==> config.mk <==
export PLATFORM = sky130hd
export DESIGN_NAME = array_stream_writer
export DESIGN_NICKNAME = d
export VERILOG_FILES = /design/src/rtl/array_stream_writer.sv
export SDC_FILE = /design/constraint.sdc
export NUM_CORES = 1
export LEC_CHECK = 0
export ABC_AREA = 1
export BUFFER_PORTS_ARGS = -buffer_cell sky130_fd_sc_hd__clkbuf_2
export CORE_MARGIN = 4
export CORE_UTILIZATION = 56
export CTS_BUF_LIST = sky130_fd_sc_hd__clkbuf_4 sky130_fd_sc_hd__clkbuf_8 sky130_fd_sc_hd__clkbuf_16
export CTS_CLUSTER_SIZE = 12
export DETAILED_ROUTE_END_ITERATION = 6
export PLACE_DENSITY_LB_ADDON = 0.05
export SKIP_LAST_GASP = 1
export SLEW_MARGIN = 10
export SYNTH_ARGS = -nofsm -noshare
export SYNTH_HDL_FRONTEND = slang
export SYNTH_SLANG_ARGS = --single-unit
==> constraint.sdc <==
create_clock -name CLK -period 7.3 [get_ports CLK]
set_input_delay 0.365 -clock CLK [delete_from_list [all_inputs] [get_ports CLK]]
set_output_delay 0.365 -clock CLK [all_outputs]
set_load 0.03 [all_outputs]
==> src/rtl/array_stream_writer.sv <==
// Serial-to-array writer: fills a ROWS x COLS array row-major from a valid/ready stream
// and hands the complete frame to a downstream consumer with a valid/ready handoff.
module array_stream_writer #(
    parameter int unsigned ROWS  = 2,
    parameter int unsigned COLS  = 2,
    parameter int unsigned WIDTH = 16
) (
    input  logic                               CLK,
    input  logic                               RST,
    input  logic [WIDTH-1:0]                   DIN,
    input  logic                               DIN_VALID,
    input  logic                               DIN_LAST,
    output logic                               DIN_READY,
    output logic [WIDTH-1:0]                   ARR [ROWS][COLS],
    output logic                               ARR_VALID,
    input  logic                               ARR_READY,
    output logic [$clog2(ROWS*COLS+1)-1:0]     COUNT,
    output logic [15:0]                        FRAMES
);

    localparam int unsigned N   = ROWS * COLS;
    localparam int unsigned CW  = $clog2(N + 1);
    localparam int unsigned RW  = (ROWS > 1) ? $clog2(ROWS) : 1;
    localparam int unsigned CLW = (COLS > 1) ? $clog2(COLS) : 1;
    localparam int unsigned FW  = 16;

    typedef enum logic [1:0] {
        S_FILL = 2'd0,
        S_PAD  = 2'd1,
        S_HOLD = 2'd2
    } state_t;

    state_t         state_q, state_d;
    logic [RW-1:0]  row_q;
    logic [CLW-1:0] col_q;
    logic [CW-1:0]  count_q;
    logic [FW-1:0]  frames_q;
    logic           arr_valid_q;
    logic           wr_en;
    logic           wr_zero;
    logic           handoff;
    logic           last_idx;

    assign last_idx = (row_q == RW'(ROWS - 1)) && (col_q == CLW'(COLS - 1));

    // Ready is a pure function of state, held low while reset is asserted.
    assign DIN_READY = (state_q == S_FILL) && !RST;
    assign ARR_VALID = arr_valid_q;
    assign COUNT     = count_q;
    assign FRAMES    = frames_q;

    always_ff @(posedge CLK or posedge RST) begin
        if (RST) begin
            state_q <= S_FILL;
        end else begin
            state_q <= state_d;
        end
    end

    always_comb begin
        state_d = state_q;
        wr_en   = 1'b0;
        wr_zero = 1'b0;
        handoff = 1'b0;
        case (state_q)
            S_FILL: begin
                if (DIN_VALID) begin
                    wr_en = 1'b1;
                    if (last_idx) begin
                        state_d = S_HOLD;
                    end else if (DIN_LAST) begin
                        state_d = S_PAD;
                    end
                end
            end
            S_PAD: begin
                wr_en   = 1'b1;
                wr_zero = 1'b1;
                if (last_idx) begin
                    state_d = S_HOLD;
                end
            end
            S_HOLD: begin
                if (ARR_READY) begin
                    handoff = 1'b1;
                    state_d = S_FILL;
                end
            end
            default: begin
                state_d = S_FILL;
            end
        endcase
    end

    // Storage, write pointer and frame bookkeeping; ARR is retained across handoff.
    always_ff @(posedge CLK or posedge RST) begin
        if (RST) begin
            for (int r = 0; r < int'(ROWS); r++) begin
                for (int c = 0; c < int'(COLS); c++) begin
                    ARR[r][c] <= '0;
                end
            end
            row_q       <= '0;
            col_q       <= '0;
            count_q     <= '0;
            frames_q    <= '0;
            arr_valid_q <= 1'b0;
        end else begin
            arr_valid_q <= (state_d == S_HOLD);
            if (wr_en) begin
                ARR[row_q][col_q] <= wr_zero ? '0 : DIN;
                count_q           <= count_q + CW'(1);
                if (last_idx) begin
                    row_q <= '0;
                    col_q <= '0;
                end else if (col_q == CLW'(COLS - 1)) begin
                    col_q <= '0;
                    row_q <= row_q + RW'(1);
                end else begin
                    col_q <= col_q + CLW'(1);
                end
            end
            if (handoff) begin
                row_q    <= '0;
                col_q    <= '0;
                count_q  <= '0;
                frames_q <= frames_q + FW'(1);
            end
        end
    end

endmodule

; ---- Yosys cells after proc, flatten, opt, wreduce, memory -nomap -nowiden
; Cells that the tools add are included.
[op_classes]
addsub = 4
n_lt_le_gt_ge = 4
n_eq_ne = 3
muxes = 27
bitwise_logic = 2
n_reduce_logical = 9
[ops]
columns = operator, n
row1 = 64-bit bitwise mux, 1
row2 = 32-bit demux with 1-bit select, 1
row3 = 16-bit two-way mux, 2
row4 = 32-bit two-way mux, 1
row5 = 16-bit by 1-bit adder with 16-bit output (second input constant), 1
row6 = 16-bit demux with 1-bit select, 1
row7 = 1-bit two-way mux, 12
row8 = 2-bit two-way mux, 5
row9 = 3-bit two-way mux, 2
row10 = 2-bit case mux with 3 select lines, 1
row11 = 2-bit == test (second input constant), 2
row12 = 2-bit greater-or-equal comparator (second input constant), 2
row13 = 1-bit logical AND, 4
row14 = 2-bit by 1-bit < comparator with 1-bit output (second input constant), 2
row15 = 1-bit NOT with 2-bit output, 2
row16 = 3-bit by 1-bit adder with 3-bit output (second input constant), 1
row17 = 3-bit nonzero test, 1
row18 = 1-bit adder (second input constant), 2
row19 = 2-bit by 1-bit == test with 1-bit output (second input constant), 1
row20 = 2-bit zero test, 1
row21 = 1-bit case mux with 2 select lines, 1
row22 = 2-bit AND reduction, 1
row23 = 2-bit nonzero test, 1
row24 = 1-bit zero test, 1
[word_totals]
register_bits = 88
out_inout_bits = 85
wordCells = 59

; ---- Logic depth before layout (Yosys ltp)
[depth]
depth_word = 8
depth_mapped = 7
depth_no_buf = 7

; ---- Least setup slack after synthesis
; OpenSTA, ideal clock, no wires.
[synth_path]
kind = register -> output
startpoint = reg state_q[0]
endpoint = out DIN_READY
arrival_ns = 1.187
t_required_ns = 6.935
path_slack_ns = 5.748
path_stages_with_launch = 2
n_path_buf = 0
path_cell_list = dfrtp_1 -> nor3_1
[synth_via]
elab_chain_cells = 2
[synth_lines]
columns = element, line
row1 = "start, declared", 33  ; state_t state_q, state_d;
row2 = "start signal, assigned", 56  ; state_q <= state_d;
row3 = 2-bit zero test, 47  ; assign DIN_READY = (state_q == S_FILL) && !RST;
row4 = 1-bit logical AND, 47
row5 = "end, declared", 13  ; output logic DIN_READY,
; Every way passes these cells.

; ---- Worst setup path in the final report
[layout_path]
startpoint = in RST
endpoint = out DIN_READY
[layout_via]
elab_chain_cells = 2
[layout_lines]
columns = element, line
row1 = "start, declared", 9  ; input logic RST,
row2 = 1-bit zero test (no source line), -
row3 = 1-bit logical AND, 47
; Every way passes these cells.

==> impl_metrics.csv <==
group,metric,value,unit
global_route,overflow,0,
timing,post-route-min-period,1.75,ns
layout,final_common_cell,"nand2_1",
yosys,synth_adder_area_share,0.671,%
routing,drt_iter0_drc,166,
layout,syn_to_final_growth,18.1,%
critical_path,crit_chain,"dlygate4sd3_1 -> clkbuf_2 -> nor3_1 -> clkbuf_2",
yosys,yosysSeqAreaShare,59.0,%
critical_path,crit_family,"buffers and inverters",
run,drv_cap,0,
yosys,synth.net_count,390,
yosys,synth_area_per_cell,10.2,um^2
yosys,synth_top_family_by_area,"simple AND/OR/NAND/NOR gates",
clock_network,clkTransAtPathRegs,0.08,ns
power_and_ir_drop,irDropWorstVdd,265,uV
yosys,async_reset_ff_share,100,%
floorplan,core_area,0.00642,mm^2
global_route,grt_pass1_wl,12.8,mm
timing,rsz0062_at_grt,"no",
routing,drc,0,
power_and_ir_drop,internal-power,1.06,mW
yosys,synth-seq-cells,88,
timing,period_share,23.9,%
critical_path,worst_ep_required_time,6.93,ns
timing,final-max-slew-violation-count,0,
routing,routed_via_density,4.99,
power_and_ir_drop,p_sw_share,48.7,%
clock_network,htree_levels,3,
yosys,ys_warn_count,0,
layout,postLayoutCoreUtil,68.6,%
yosys,synth-edff-count,0,
timing,setup_viol,0,
power_and_ir_drop,power_frac_clock,13.9,%
power_and_ir_drop,p_switching,1.01,mW
critical_path,cp-end-kind,"output port",
critical_path,critPathArrivalTime,1.38,ns
power_and_ir_drop,p_seq_share,38.1,%
power_and_ir_drop,power_leakage,2.32,nW
layout,final_nets,495,
clock_network,insertion_delay,0.34,ns
routing,wl_per_cell,14.2,um
critical_path,startpoint_type,"input port",
layout,n_antenna_cell,0,
layout,final_cell_mix,"120 x nand2_1, 105 x clkbuf_2, 88 x dfrtp_1",
global_route,track_usage,21.0,%
clock_network,root_buffer,"clkbuf_8",
routing,totalWireLength,7.83,mm
min_path,hold_path_class,"input port to flip-flop",
placed_design,port_buffers,105,
routing,vias,2758,
timing,worst_pin_slew,0.877,ns
floorplan,initial_core_util,58.1,%
clock_network,cts-buffers-inserted,9,
floorplan,die_w,89.6,um
floorplan,rows,29,
global_route,first_global_vias,2641,
timing,skew,0.00750,ns
layout,drive_gt1_share,34.9,%
global_route,antenna_found_initial,0,
clock_network,clock-sinks,88,
timing,max_freq,572,MHz
placed_design,place_hpwl,5.47,mm
clock_network,clockBufferDepth,2,
floorplan,dieArea,0.00803,mm^2
timing,final_hold_viol_count,0,
power_and_ir_drop,power_frac_comb,48.0,%
yosys,synth_cell_type_count,25,
critical_path,critPathSlowestCell,"dlygate4sd3_1",
global_route,grt_max_degree,72,
yosys,ys.flop_type,"dfrtp_1",
routing,dr.pass1.iters,4,
run_status,status,"complete, no violations",
floorplan,io_pins,106,
critical_path,crit_type,"input port to output port",
placed_design,gp_congestion,0.839,
routing,postRouteAntennaNets,0,
timing,slew-limit-headroom,41.6,%
yosys,synth_xor_area_share,1.88,%
yosys,muxShareOfSynthArea,0,%
critical_path,path_max_fanout,2,
power_and_ir_drop,p_per_area,471,mW/mm^2
yosys,yosys.area_share.simple,18.7,%
floorplan,die_y,89.6,um
yosys,synth_compound_area_share,14.0,%
critical_path,crit_path_frequent_cell,"clkbuf_2",
clock_network,cts_tree,"built",
critical_path,critical_path.max_stage_delay,0.54,ns
yosys,synth_cells,367,
critical_path,reg2reg_slack,5.71,ns
timing,fin_setup_tns,0,ns
yosys,syn-cell-area,0.00373,mm^2
critical_path,path_buf_inv,3,
[power groups by stage]
stage                     Combinational (mW)  Sequential [mW]  Clock, mW
after floorplan                        0.457             1.11          0
after global placement                 0.985            0.796          0
after detailed placement                1.01            0.797          0
after CTS                               1.01            0.792      0.295
after global routing                    1.09            0.816      0.320
final                                  0.995            0.791      0.289
[final timing paths]
path	to	cells past startpoint	startpoint
setup / recovery	DIN_READY	4	RST
hold / removal	state_q[0]	3	DIN_LAST
setup reg to reg	ARR[32]	6	state_q[1]
hold reg to reg	ARR[45]	2	ARR[45]
max in group asynchronous	ARR[40]	4	RST
min in group asynchronous	ARR_VALID	3	RST
[through the flow]
stage	setup WS (ns)	instances	power (mW)	cell area, um^2	hold WS (ns)
final	5.55	553	2.08	4410	0.293
after global routing	5.38	553	2.23	4410	0.300
after CTS	5.57	553	2.10	4410	0.283
after detailed placement	5.72	537	1.81	4240	0.321
after global placement	5.76	537	1.78	4240	0.319
after floorplan	4.66	367	1.57	3730	0.527
[what timing repair did]
action | in CTS | in global routing
gates resized for setup | 0 | 0
hold buffers | 1 | 0
hold endpoints to repair | 17 | 0
endpoints found under the setup margin | 0 | 0
buffers inserted | 0 | 0
[registers in the layout (all words and copies together), names as in the netlist]
register,count
col_q,1
state_q,2
row_q,1
ARR,64
FRAMES,16
ARR_VALID,1
COUNT,3
[layout make-up]
cell class,count,area (um^2)
sequential,88,2200
fill,541,2020
multi-input combinational,244,1320
timing repair buffer,107,543
clock buffer,11,139
tap,77,96.3
inverter,22,88.8
clock inverter,4,22.5
[kinds of logic after synthesis]
group                    after synthesis
flip-flops                            88
buffers and inverters                 35
XOR/XNOR                               8
AND/OR/NAND/NOR                      156
adder cells (fa/ha/maj)                2
AO/OA/AOI/OAI                         78
[synth_stat cells (3+ instances only)]
cell,count,area [um^2]
a21oi_1,5,25.0
buf_6,9,101
dfrtp_1,88,2200
inv_1,19,71.3
nand2_1,120,450
nand3_1,8,40.0
nand3_4,4,70.1
nor2_1,14,52.6
nor2_4,3,33.8
o21ai_0,21,105
o21ai_1,19,95.1
o21ai_2,31,272
xnor2_1,6,52.6
[routing by layer]
| metal | up-vias | GRT usage (%) | share of wire [%] |
|---|---|---|---|
| met2 | 72 | 32.9 | 47 |
| met1 | 1279 | 28.0 | 45 |
| li1 | 1393 | - | - |
| met5 | - | 0 | 0 |
| met4 | 0 | 9.07 | 1.9 |
| met3 | 14 | 4.84 | 5.9 |
[tightest hold or removal path, delay by kind of cell]
kind | cells | cell delay [ns]
AOI/OAI and AO/OA | 1 | 0.07
buffers and inverters | 1 | 0.08
and+or+nand+nor | 1 | 0.08
No activity file was read; power rests on OpenSTA's default activity.
